[config.mk]
export PLATFORM = sky130hd
export DESIGN_NAME = hazard_ctrl_flat
export DESIGN_NICKNAME = d
export VERILOG_FILES = /design/src/rtl/hazard_ctrl_if.sv /design/src/rtl/hazard_ctrl.sv /design/src/flat_wrapper.sv
export SDC_FILE = /design/constraint.sdc
export NUM_CORES = 1
export LEC_CHECK = 0
export ABC_AREA = 1
export CORE_ASPECT_RATIO = 0.5
export CORE_MARGIN = 2
export CORE_UTILIZATION = 51
export DETAILED_ROUTE_END_ITERATION = 8
export PLACE_DENSITY = 0.88
export SKIP_CTS_REPAIR_TIMING = 1
export SLEW_MARGIN = 10
export SYNTH_ARGS = -nofsm -noshare
export SYNTH_HDL_FRONTEND = slang
export SYNTH_SLANG_ARGS = --single-unit
[constraint.sdc]
create_clock -name clk -period 2.3 [get_ports clk]
set_input_delay 0.69 -clock clk [delete_from_list [all_inputs] [get_ports clk]]
set_output_delay 0.69 -clock clk [all_outputs]
set_load 0.01 [all_outputs]
[src/rtl/hazard_ctrl_if.sv]
// D-stage hazard query from the pipeline and the controller's stall/forward/busy answers.
interface hazard_ctrl_if;
  logic [4:0] rs_D;
  logic [4:0] rt_D;
  logic [1:0] Tuse_rs;
  logic [1:0] Tuse_rt;
  logic [4:0] A3_D;
  logic [1:0] Tnew_D;
  logic       md_start_D;
  logic       md_div_D;
  logic       md_use_D;
  logic       Stall;
  logic [1:0] fwd_rs_D;
  logic [1:0] fwd_rt_D;
  logic [1:0] fwd_rs_E;
  logic [1:0] fwd_rt_E;
  logic       md_busy;

  modport master (
    output rs_D, rt_D, Tuse_rs, Tuse_rt, A3_D, Tnew_D, md_start_D, md_div_D, md_use_D,
    input  Stall, fwd_rs_D, fwd_rt_D, fwd_rs_E, fwd_rt_E, md_busy
  );

  modport slave (
    input  rs_D, rt_D, Tuse_rs, Tuse_rt, A3_D, Tnew_D, md_start_D, md_div_D, md_use_D,
    output Stall, fwd_rs_D, fwd_rt_D, fwd_rs_E, fwd_rt_E, md_busy
  );
endinterface

[src/rtl/hazard_ctrl.sv]
// Stall/forwarding controller for the 5-stage MIPS core with a shadow E/M/W pipeline.
// Define HAZARD_MD_BUSY_EN to build the shared mult/div busy counter and its stall.
module hazard_ctrl #(
  parameter int unsigned MULT_CYCLES = 5,
  parameter int unsigned DIV_CYCLES  = 10
) (
  input  logic         clk,
  input  logic         reset,
  hazard_ctrl_if.slave hz
);
  localparam int unsigned REG_W = 5;
  localparam int unsigned T_W   = 2;
  localparam int unsigned CNT_W = 4;

  logic [REG_W-1:0] a3_e_q, a3_e_d, rs_e_q, rs_e_d, rt_e_q, rt_e_d;
  logic [REG_W-1:0] a3_m_q, a3_m_d, a3_w_q, a3_w_d;
  logic [T_W-1:0]   tnew_e_q, tnew_e_d, tnew_m_q, tnew_m_d;
  logic             data_stall_c, md_stall_c, md_busy_c, stall_c;

  // A source read at Tuse stalls while a producer's result is still Tnew cycles away.
  function automatic logic src_stall(input logic [REG_W-1:0] src, input logic [T_W-1:0] tuse,
                                     input logic [REG_W-1:0] a3_e, input logic [T_W-1:0] tnew_e,
                                     input logic [REG_W-1:0] a3_m, input logic [T_W-1:0] tnew_m);
    logic hit_e, hit_m;
    hit_e = (src == a3_e) && (tuse < tnew_e);
    hit_m = (src == a3_m) && (tuse < tnew_m);
    return (src != '0) && (hit_e || hit_m);
  endfunction

  function automatic logic [1:0] fwd_d(input logic [REG_W-1:0] src,
                                       input logic [REG_W-1:0] a3_e, input logic [T_W-1:0] tnew_e,
                                       input logic [REG_W-1:0] a3_m, input logic [T_W-1:0] tnew_m,
                                       input logic [REG_W-1:0] a3_w);
    logic [1:0] sel;
    sel = 2'd0;
    if (src != '0) begin
      if ((a3_e == src) && (tnew_e == '0))      sel = 2'd1;
      else if ((a3_m == src) && (tnew_m == '0)) sel = 2'd2;
      else if (a3_w == src)                     sel = 2'd3;
    end
    return sel;
  endfunction

  function automatic logic [1:0] fwd_e(input logic [REG_W-1:0] src,
                                       input logic [REG_W-1:0] a3_m, input logic [T_W-1:0] tnew_m,
                                       input logic [REG_W-1:0] a3_w);
    logic [1:0] sel;
    sel = 2'd0;
    if (src != '0) begin
      if ((a3_m == src) && (tnew_m == '0)) sel = 2'd2;
      else if (a3_w == src)                sel = 2'd3;
    end
    return sel;
  endfunction

  always_comb begin
    data_stall_c = src_stall(hz.rs_D, hz.Tuse_rs, a3_e_q, tnew_e_q, a3_m_q, tnew_m_q) |
                   src_stall(hz.rt_D, hz.Tuse_rt, a3_e_q, tnew_e_q, a3_m_q, tnew_m_q);
    stall_c      = data_stall_c | md_stall_c;
  end

  // A stall injects a bubble into E; M and W always advance.
  always_comb begin
    a3_e_d   = hz.A3_D;
    tnew_e_d = hz.Tnew_D;
    rs_e_d   = hz.rs_D;
    rt_e_d   = hz.rt_D;
    if (stall_c) begin
      a3_e_d   = '0;
      tnew_e_d = '0;
      rs_e_d   = '0;
      rt_e_d   = '0;
    end
    a3_m_d   = a3_e_q;
    tnew_m_d = (tnew_e_q == '0) ? '0 : tnew_e_q - T_W'(1);
    a3_w_d   = a3_m_q;
  end

  always_ff @(posedge clk) begin
    if (reset) begin
      a3_e_q   <= '0;
      tnew_e_q <= '0;
      rs_e_q   <= '0;
      rt_e_q   <= '0;
      a3_m_q   <= '0;
      tnew_m_q <= '0;
      a3_w_q   <= '0;
    end else begin
      a3_e_q   <= a3_e_d;
      tnew_e_q <= tnew_e_d;
      rs_e_q   <= rs_e_d;
      rt_e_q   <= rt_e_d;
      a3_m_q   <= a3_m_d;
      tnew_m_q <= tnew_m_d;
      a3_w_q   <= a3_w_d;
    end
  end

`ifdef HAZARD_MD_BUSY_EN
  logic             md_start_e_q, md_start_e_d, md_div_e_q, md_div_e_d;
  logic [CNT_W-1:0] md_cnt_q, md_cnt_d;

  // Counter loads as the op leaves E, then counts down the remaining busy cycles.
  always_comb begin
    md_start_e_d = stall_c ? 1'b0 : hz.md_start_D;
    md_div_e_d   = stall_c ? 1'b0 : hz.md_div_D;
    md_cnt_d     = md_cnt_q;
    if (md_start_e_q)          md_cnt_d = md_div_e_q ? CNT_W'(DIV_CYCLES) : CNT_W'(MULT_CYCLES);
    else if (md_cnt_q != '0)   md_cnt_d = md_cnt_q - CNT_W'(1);
  end

  always_ff @(posedge clk) begin
    if (reset) begin
      md_start_e_q <= 1'b0;
      md_div_e_q   <= 1'b0;
      md_cnt_q     <= '0;
    end else begin
      md_start_e_q <= md_start_e_d;
      md_div_e_q   <= md_div_e_d;
      md_cnt_q     <= md_cnt_d;
    end
  end

  assign md_busy_c  = md_start_e_q | (md_cnt_q != '0);
  assign md_stall_c = hz.md_use_D & md_busy_c;
`else
  logic unused_md;
  assign unused_md  = ^{hz.md_start_D, hz.md_div_D, hz.md_use_D};
  assign md_busy_c  = 1'b0;
  assign md_stall_c = 1'b0;
`endif

  assign hz.Stall    = stall_c;
  assign hz.md_busy  = md_busy_c;
  assign hz.fwd_rs_D = fwd_d(hz.rs_D, a3_e_q, tnew_e_q, a3_m_q, tnew_m_q, a3_w_q);
  assign hz.fwd_rt_D = fwd_d(hz.rt_D, a3_e_q, tnew_e_q, a3_m_q, tnew_m_q, a3_w_q);
  assign hz.fwd_rs_E = fwd_e(rs_e_q, a3_m_q, tnew_m_q, a3_w_q);
  assign hz.fwd_rt_E = fwd_e(rt_e_q, a3_m_q, tnew_m_q, a3_w_q);
endmodule

[src/flat_wrapper.sv]
// flat-port wrapper written by rule: the top's interface ports become plain ports
module hazard_ctrl_flat 
#(
  parameter int unsigned MULT_CYCLES = 5,
  parameter int unsigned DIV_CYCLES  = 10
)
  (clk, reset, hz_rs_D, hz_rt_D, hz_Tuse_rs, hz_Tuse_rt, hz_A3_D, hz_Tnew_D, hz_md_start_D, hz_md_div_D, hz_md_use_D, hz_Stall, hz_fwd_rs_D, hz_fwd_rt_D, hz_fwd_rs_E, hz_fwd_rt_E, hz_md_busy);
  hazard_ctrl_if hz_i ();
  input  logic clk;
  input  logic reset;
  input wire logic [$bits(hz_i.rs_D)-1:0] hz_rs_D;
  input wire logic [$bits(hz_i.rt_D)-1:0] hz_rt_D;
  input wire logic [$bits(hz_i.Tuse_rs)-1:0] hz_Tuse_rs;
  input wire logic [$bits(hz_i.Tuse_rt)-1:0] hz_Tuse_rt;
  input wire logic [$bits(hz_i.A3_D)-1:0] hz_A3_D;
  input wire logic [$bits(hz_i.Tnew_D)-1:0] hz_Tnew_D;
  input wire logic [$bits(hz_i.md_start_D)-1:0] hz_md_start_D;
  input wire logic [$bits(hz_i.md_div_D)-1:0] hz_md_div_D;
  input wire logic [$bits(hz_i.md_use_D)-1:0] hz_md_use_D;
  output wire logic [$bits(hz_i.Stall)-1:0] hz_Stall;
  output wire logic [$bits(hz_i.fwd_rs_D)-1:0] hz_fwd_rs_D;
  output wire logic [$bits(hz_i.fwd_rt_D)-1:0] hz_fwd_rt_D;
  output wire logic [$bits(hz_i.fwd_rs_E)-1:0] hz_fwd_rs_E;
  output wire logic [$bits(hz_i.fwd_rt_E)-1:0] hz_fwd_rt_E;
  output wire logic [$bits(hz_i.md_busy)-1:0] hz_md_busy;
  assign hz_i.rs_D = hz_rs_D;
  assign hz_i.rt_D = hz_rt_D;
  assign hz_i.Tuse_rs = hz_Tuse_rs;
  assign hz_i.Tuse_rt = hz_Tuse_rt;
  assign hz_i.A3_D = hz_A3_D;
  assign hz_i.Tnew_D = hz_Tnew_D;
  assign hz_i.md_start_D = hz_md_start_D;
  assign hz_i.md_div_D = hz_md_div_D;
  assign hz_i.md_use_D = hz_md_use_D;
  assign hz_Stall = hz_i.Stall;
  assign hz_fwd_rs_D = hz_i.fwd_rs_D;
  assign hz_fwd_rt_D = hz_i.fwd_rt_D;
  assign hz_fwd_rs_E = hz_i.fwd_rs_E;
  assign hz_fwd_rt_E = hz_i.fwd_rt_E;
  assign hz_md_busy = hz_i.md_busy;
  hazard_ctrl #(.MULT_CYCLES(MULT_CYCLES), .DIV_CYCLES(DIV_CYCLES)) u_core (.clk(clk), .reset(reset), .hz(hz_i));
endmodule
Word level (Yosys, flattened, before mapping):

Cells that the tools add are included.

* bits in latches: 0
* memory bits (read-only): 0
* memories: 0
* register bits after elaboration: 29
* RAM bits: 0
* bits of input ports: 26

* bitwise gates (word level): 1
* magnitude comparators: 4
* multipliers: 0
* div/mod/pow operators: 0
* shift operators: 0
* muxes and demuxes: 14
* equal/unequal tests: 14
* reductions and logical operators: 22
* $add $sub $neg: 1

Operators by type and width (number)
* equality test 5 bit: 14
* 2-to-1 mux 2 bit: 14
* nonzero test 5 bit: 4
* logical AND 1 bit: 12
* < comparator 2 bit: 4
* zero test 2 bit: 2
* OR reduction 2 bit: 2
* logical OR 1 bit: 2
* subtractor 2 x 1 -> 2 bit (second input constant): 1
* OR 1 bit: 1

Logic depth before layout (Yosys ltp):

* word-level depth: 6
* depth in mapped cells: 10
* gate-level depth less buffers: 9

Worst setup path after synthesis:

OpenSTA, ideal clock, no wires.

* path type: input to output
* start: input port hz_rs_D[1]
* end: output port hz_fwd_rs_D[0]
* data required time: 1610 ps
* slack: 95 ps
* arrival time: 1515 ps
* stages: 7
* path buffers: 0
* cell sequence: inv_1 -> nand2_1 -> a21oi_1 -> nand3_1 -> nor2_1 -> inv_1 -> a21boi_0

* cells in the longest elaborated chain, start to end: 5
* elaborated cells between the ends (all ways): 10

RTL lines
* start, declared: RTL line flat_wrapper.sv:11 `input wire logic [$bits(hz_i.rs_D)-1:0] hz_rs_D;`
* equality test 5 bit (on tied branches): RTL line hazard_ctrl.sv:39, hazard_ctrl.sv:38
* 2-to-1 mux 2 bit / logical AND 1 bit (equally long branches): RTL line hazard_ctrl.sv:39, hazard_ctrl.sv:38
* 2-to-1 mux 2 bit: RTL line hazard_ctrl.sv:38 `else if ((a3_m == src) && (tnew_m == '0)) sel = 2'd2;`
* 2-to-1 mux 2 bit: RTL line hazard_ctrl.sv:37 `if ((a3_e == src) && (tnew_e == '0)) sel = 2'd1;`
* 2-to-1 mux 2 bit (*): RTL line hazard_ctrl.sv:36 `if (src != '0) begin`
* end, declared: RTL line flat_wrapper.sv:21 `output wire logic [$bits(hz_i.fwd_rs_D)-1:0] hz_fwd_rs_D;`

Mark *: on every way between the ends. The rest lies on a longest branch, timed or not.

Worst setup path in the final report:

* start: input port hz_rs_D[2]
* end: output port hz_fwd_rs_D[0]

Same word-level chain as after synthesis.

==> results.ini <==
[outcome]
outcome = complete, but fails checks
violations = setup timing

[route]
wl_per_cell_um = 18.2
dr_total_vias = 2301
wl_um = 7140
ant_nets = 0
drc = 0
drt_iter0_markers = 202
routed_via_density = 5.85
detailedRoute.firstPassIterationCount = 5

[setup_path]
cp.required_ns = 1.61
crit_path_end_kind = output port
critical_path_class = input port to output port
crit_slowest_cell = sky130_fd_sc_hd__a21boi_1
worstPathBufferInverterCount = 4
crit_chain = clkbuf_2, inv_2, nand2_1, nand2_1, nor2_2, nand3_2, nor2_2, inv_1, a21boi_1, buf_2
critPathMaxFanout = 4
cp_slowest_stage_delay_ns = 0.24
worst_setup_path_start_kind = input port
arrival_ns = 2.09
crit_family = simple AND/OR/NAND/NOR gates

[floorplan]
die_width_um = 87.4
fp.dieArea_um2 = 3990
core_region_area_um2 = 3380
io_pins = 36
initial_utilization_pct = 52.5
die_height_um = 45.7
fp-row-count = 15

[cells_and_area]
most_common_cell_after_layout_fill_and_taps_aside = sky130_fd_sc_hd__nand2_1
drive_above_1_share_pct = 42.2
num_antenna_cells = 0
final_cell_mix = 49 x sky130_fd_sc_hd__nand2_1, 48 x sky130_fd_sc_hd__buf_4, 40 x sky130_fd_sc_hd__nor2_1
fin_nets = 381
layout-area-overhead-vs-synth_pct = 57.1
num-fill-cells = 186

[power_and_ir_drop]
worst_case_vdd_ir_drop_mv = 0.464
cellLeakagePower_nw = 1.42
power_per_cell_area_nw_per_um2 = 515
p_total_mw = 1.43

[grt]
grt_first_pass_wirelength_um = 8050
via_count_of_the_first_global_routing_pass = 1839
grt_use_met2_pct = 47.6
grt_antenna_before_repair = 0
use_met1_pct = 32.9
globalRoute.totalOverflow = 0
gr-max-usage-layer = met2
overall_routing_resource_usage_pct = 27.1
grt_use_met3_pct = 5.80
largest_net_degree_at_the_start_of_global_routing = 18

[synthesis]
synthCells = 267
netlist-cell-type-count = 29
synth-seq-cells = 29
mappedNetlistNets = 298
synthTopCellsByArea = sky130_fd_sc_hd__dfxtp_1 33%, sky130_fd_sc_hd__nand2_1 11%, sky130_fd_sc_hd__nor2_1 11%, sky130_fd_sc_hd__inv_1 9.5%, sky130_fd_sc_hd__xnor2_1 6.9%
synth_area_leader_cell = sky130_fd_sc_hd__dfxtp_1
post_synth.cell_area_avg_um2 = 6.64
ys_warn_count = 0
ys_seq_area_share_pct = 32.7
netlist.area_leader.share_pct = 32.7
syn-cell-area_um2 = 1770

[timing]
timing.final.ws_setup_ns = -0.482
fmax_ghz = 0.359
clock_skew_ns = 0.0124
setup-violations-final = 5
hold_violations = 0
fin_crit_sh_pct = 121
maxSlewViolCount = 0
finalSetupTns_ns = -1.33
period_minus_slack_ns = 2.78
holdWs_ns = 0.497
unrepaired_setup_endpoints_after_global_routing = yes

[cts]
cts.sinks = 29
ctsHtreeMaxLevel = 2
cts_made_buffers = 5
clk_root_buffer_cell = sky130_fd_sc_hd__clkbuf_8
clk_latency_ns = 0.30
bufs_on_longest_clock_path = 2
cts_tree = yes
cts.clk_slew.worst_paths_ns = 0.07

[placement]
place_worst_setup_slack_ns = -1.03
port_buffers = 31
detailed_place_hpwl_um = 4080
gpl.final_weighted_congestion = 0.875

[min_path]
worst_hold_path_type = flop to flop

[flow_run]
timing.max_cap.violations = 0

-- power breakdown --
part           leakage (nW)  switching (mW)  internal (mW)
logic                  1.13           0.233          0.206
registers             0.244          0.0375          0.532
clock network        0.0439           0.216          0.208
-- final timing paths --
check	endpoint	slack [ns]	from	cells past startpoint
min reg2reg	u_core.tnew_m_q[0]	0.50	u_core.tnew_e_q[0]	1
max	hz_fwd_rs_D[0]	-0.48	hz_rs_D[2]	10
max reg2reg	u_core.rt_e_q[4]	0.20	u_core.a3_e_q[2]	12
min	u_core.tnew_m_q[0]	0.50	u_core.tnew_e_q[0]	1
-- stage by stage --
stage,cell area [um2],std cells,utilization [%]
floorplan,1770,267,-
global placement,2430,379,72.0
detailed placement,2430,379,72.0
CTS,2520,387,74.6
global route,2790,393,82.4
finish,2790,393,82.4
-- sequential cells by signal, indices dropped and copies added (netlist names) --
| register | count |
|---|---|
| u_core.a3_e_q | 5 |
| u_core.a3_m_q | 5 |
| u_core.a3_w_q | 5 |
| u_core.rs_e_q | 5 |
| u_core.rt_e_q | 5 |
| u_core.tnew_e_q | 2 |
| u_core.tnew_m_q | 2 |
-- metal layers --
layer / share of wire (%) / vias up
met5: 0 / -
li1: - / 987
met4: 7.9 / 0
met3: 11 / 77
met2: 44 / 193
met1: 37 / 1044
-- worst register-to-register path, stage by stage (launching register included) --
cell and delay [ns]:
sky130_fd_sc_hd__dfxtp_1 0.42, sky130_fd_sc_hd__inv_1 0.13, sky130_fd_sc_hd__nand2_1 0.11, sky130_fd_sc_hd__nand2_1 0.10, sky130_fd_sc_hd__nor2_2 0.21, sky130_fd_sc_hd__buf_4 0.15, sky130_fd_sc_hd__nand4_1 0.14, sky130_fd_sc_hd__nand2_1 0.13
sky130_fd_sc_hd__nand2_2 0.06, sky130_fd_sc_hd__buf_4 0.13, sky130_fd_sc_hd__buf_4 0.13, sky130_fd_sc_hd__nand3_4 0.20, sky130_fd_sc_hd__nor2_1 0.10
-- final cells by class --
class / count / area [um2] / area share (%)
tap: 42 / 52.6 / 1.89
multi-input combinational: 187 / 1220 / 43.8
clock buffer: 5 / 68.8 / 2.47
clock inverter: 3 / 17.5 / 0.629
sequential: 29 / 596 / 21.4
timing repair buffer: 81 / 657 / 23.6
inverter: 46 / 175 / 6.29
-- synth_stat cells --
library cell and number:
sky130_fd_sc_hd__nor3_1 7, sky130_fd_sc_hd__nand4_1 8, sky130_fd_sc_hd__dfxtp_1 29, sky130_fd_sc_hd__buf_6 1, sky130_fd_sc_hd__xnor2_1 14, sky130_fd_sc_hd__conb_1 1, sky130_fd_sc_hd__ha_1 5, sky130_fd_sc_hd__inv_1 45
sky130_fd_sc_hd__xor2_1 12, sky130_fd_sc_hd__clkbuf_2 1, sky130_fd_sc_hd__o22ai_1 3, sky130_fd_sc_hd__buf_4 1, sky130_fd_sc_hd__nand3_4 1, sky130_fd_sc_hd__a21oi_1 10, sky130_fd_sc_hd__and3_1 1, sky130_fd_sc_hd__o21ai_0 6
sky130_fd_sc_hd__nand2_2 2, sky130_fd_sc_hd__nand2_1 52, sky130_fd_sc_hd__nand3_1 9, sky130_fd_sc_hd__o2111ai_1 1, sky130_fd_sc_hd__a21boi_0 1, sky130_fd_sc_hd__buf_2 1, sky130_fd_sc_hd__a221oi_1 1, sky130_fd_sc_hd__nor3b_1 1
sky130_fd_sc_hd__clkbuf_1 1, sky130_fd_sc_hd__or2_2 1, sky130_fd_sc_hd__nor2_2 1, sky130_fd_sc_hd__inv_2 1, sky130_fd_sc_hd__nor2_1 50
-- cells by family (layout without fill, tap and decap cells) --
| family | count (synthesis) | count (layout) | synth area share, % |
|---|---|---|---|
| other cells | 1 | 1 | 0.212 |
| xor+xnor | 26 | 26 | 12.8 |
| compound gates | 22 | 22 | 6.99 |
| fa+ha+maj | 5 | 5 | 3.53 |
| flops | 29 | 29 | 32.7 |
| buf+inv | 51 | 135 | 11.6 |
| simple gates | 133 | 133 | 32.1 |
Power figures use the tool's default switching activity.
==> variant (config.mk and constraints unchanged) <==
Add a define of `HAZARD_MD_BUSY_EN`.
--- a/src/rtl/hazard_ctrl.sv
+++ b/src/rtl/hazard_ctrl.sv
@@ -1,5 +1,7 @@
 // Stall/forwarding controller for the 5-stage MIPS core with a shadow E/M/W pipeline.
 // Define HAZARD_MD_BUSY_EN to build the shared mult/div busy counter and its stall.
+`define HAZARD_MD_BUSY_EN
+
 module hazard_ctrl #(
   parameter int unsigned MULT_CYCLES = 5,
   parameter int unsigned DIV_CYCLES  = 10
Check against the original RTL: not equivalent (Yosys sat finds a counterexample within 4 cycles, from zero or initial values and one cycle with reset high).
==> variant against the original RTL <==
The flow still finishes with violations (setup timing); synthesized area increased by 14%; critical path depth decreased by 3; largest cell class unchanged; die area increased by 13%; routed wire length decreased by 0.84%; cell area increased by 8.5%; via count increased by 5.3%; sequential cell count increased by 6; worst setup slack improved by 0.16 ns.
Power is not compared: it rests on default switching activity, and its combinational part moved more than twofold at a synthesized area within 25%.
==> variant: results (changes against the original RTL) <==
- Sequential cell area: 711.9 um2 (+20%)
- CP max stage cell: nor4_4
- Share of cells above drive strength 1: 31.08% (-11 points)
- Reg2reg start: u_core.a3_m_q[1]
- GP Congestion: 0.9075 (+3.7%)
- Final net count: 402 (+5.5%)
- Crit-path max FO: 5 (+1)
- CLK BUF: 7 (+2)
- DR vias: 2422 (+5.3%)
- Tot Pwr: 0.002180 W
- Largest net degree at the start of global routing: 20 (+2)
- Number of global-route vias before repair: 2046 (+11%)
- Clock network area share: 2.692% (-0.41 points)
- Port Buffer Count: 35 (+13%)
- Final-layout non-clock buffer area share: 21.86% (-1.7 points)
- Total Die Area: 4496 um2 (+13%)
- Clock skew: 0.006972 ns (-0.005457 ns)
- Setup TNS Final: -1.051 ns (+0.2828 ns)
- Multi-input gate area: 1301 um2 (+6.8%)
- CP Launch Point: hz_rs_D[0]
- Final setup vio count: 5 (unchanged)
- First-pass GRT wire length: 9.156 mm (+14%)
- Detailed Place HPWL: 4.373 mm (+7.2%)
- Avg Cell Area, Syn: 6.918 um2 (+4.2%)
- Area contributors post-synth: dfxtp_1, inv_1, nor2_1
- Gr usage total: 26.50% (-0.56 points)
- Commonest cells in the netlist: inv_1, nor2_1, nand2_1
- Layout filler cell count: 229 (+23%)
- Signal buffers: 78 (-3.7%)
- Dpl cell area: 2695 um2 (+11%)
- Final worst setup slack: -0.3245 ns (+0.1579 ns)
- Hold Crit Start: u_core.a3_e_q[4]
- Violated checks: setup timing
- Status: finished with violations
- Crit path arrival time: 1.93 ns (-0.16 ns)
- Non-clock inverters: 53 (+15%)
- Synth unique cells: 25 (-14%)
- Post-Syn Nets: 324 (+8.7%)
- Drt wl/cell: 16.69 um (-8.1%)
- Final wirelength: 7.077 mm (-0.84%)
- Design Area, Final: 3022 um2 (+8.5%)
- Slowest stage delay, CP: 0.37 ns (+0.13 ns)
- DRT iter0 DRCs: 343 (+70%)
- Yosys reg bits: 35 (+21%)
- Placed instance count: 413 (+9.0%)
- Register area share after synthesis: 34.80% (+2.1 points)
- Dpl ws: -1.011 ns (+0.02090 ns)
==> variant: cell count changes in the layout (fill, tap and decap cells not counted), moves of 5 or more <==
cell,change
xor2_1,+5
inv_2,-7
inv_1,+15
nand2_1,-6
buf_4,-8
dfxtp_1,+9
a21oi_1,+6
nor2_1,+7
==> variant: cell families after synthesis <==
logic type	Yosys count	synth area share, %
compound gates	32	8.950
xor+xnor	28	12.18
fa+ha+maj	7	4.350
buf+inv	60	11.68
flops	35	34.80
simple gates	129	28.03
==> variant: final timing paths <==
kind,to,slack [ns],cells after the start
setup / recovery,hz_fwd_rs_D[0],-0.32,7
hold / removal,u_core.a3_m_q[4],0.50,2
setup reg to reg,u_core.a3_e_q[0],0.50,8
hold reg to reg,u_core.a3_m_q[4],0.50,2
==> variant: metal layers <==
layer | up-vias | wire (um) | GRT usage, %
met3 | 63 | 736 | 5.607
li1 | 1076 | - | -
met5 | - | 0 | 0
met2 | 187 | 3250 | 44.57
met4 | 0 | 426 | 13.48
met1 | 1096 | 2664 | 32.38
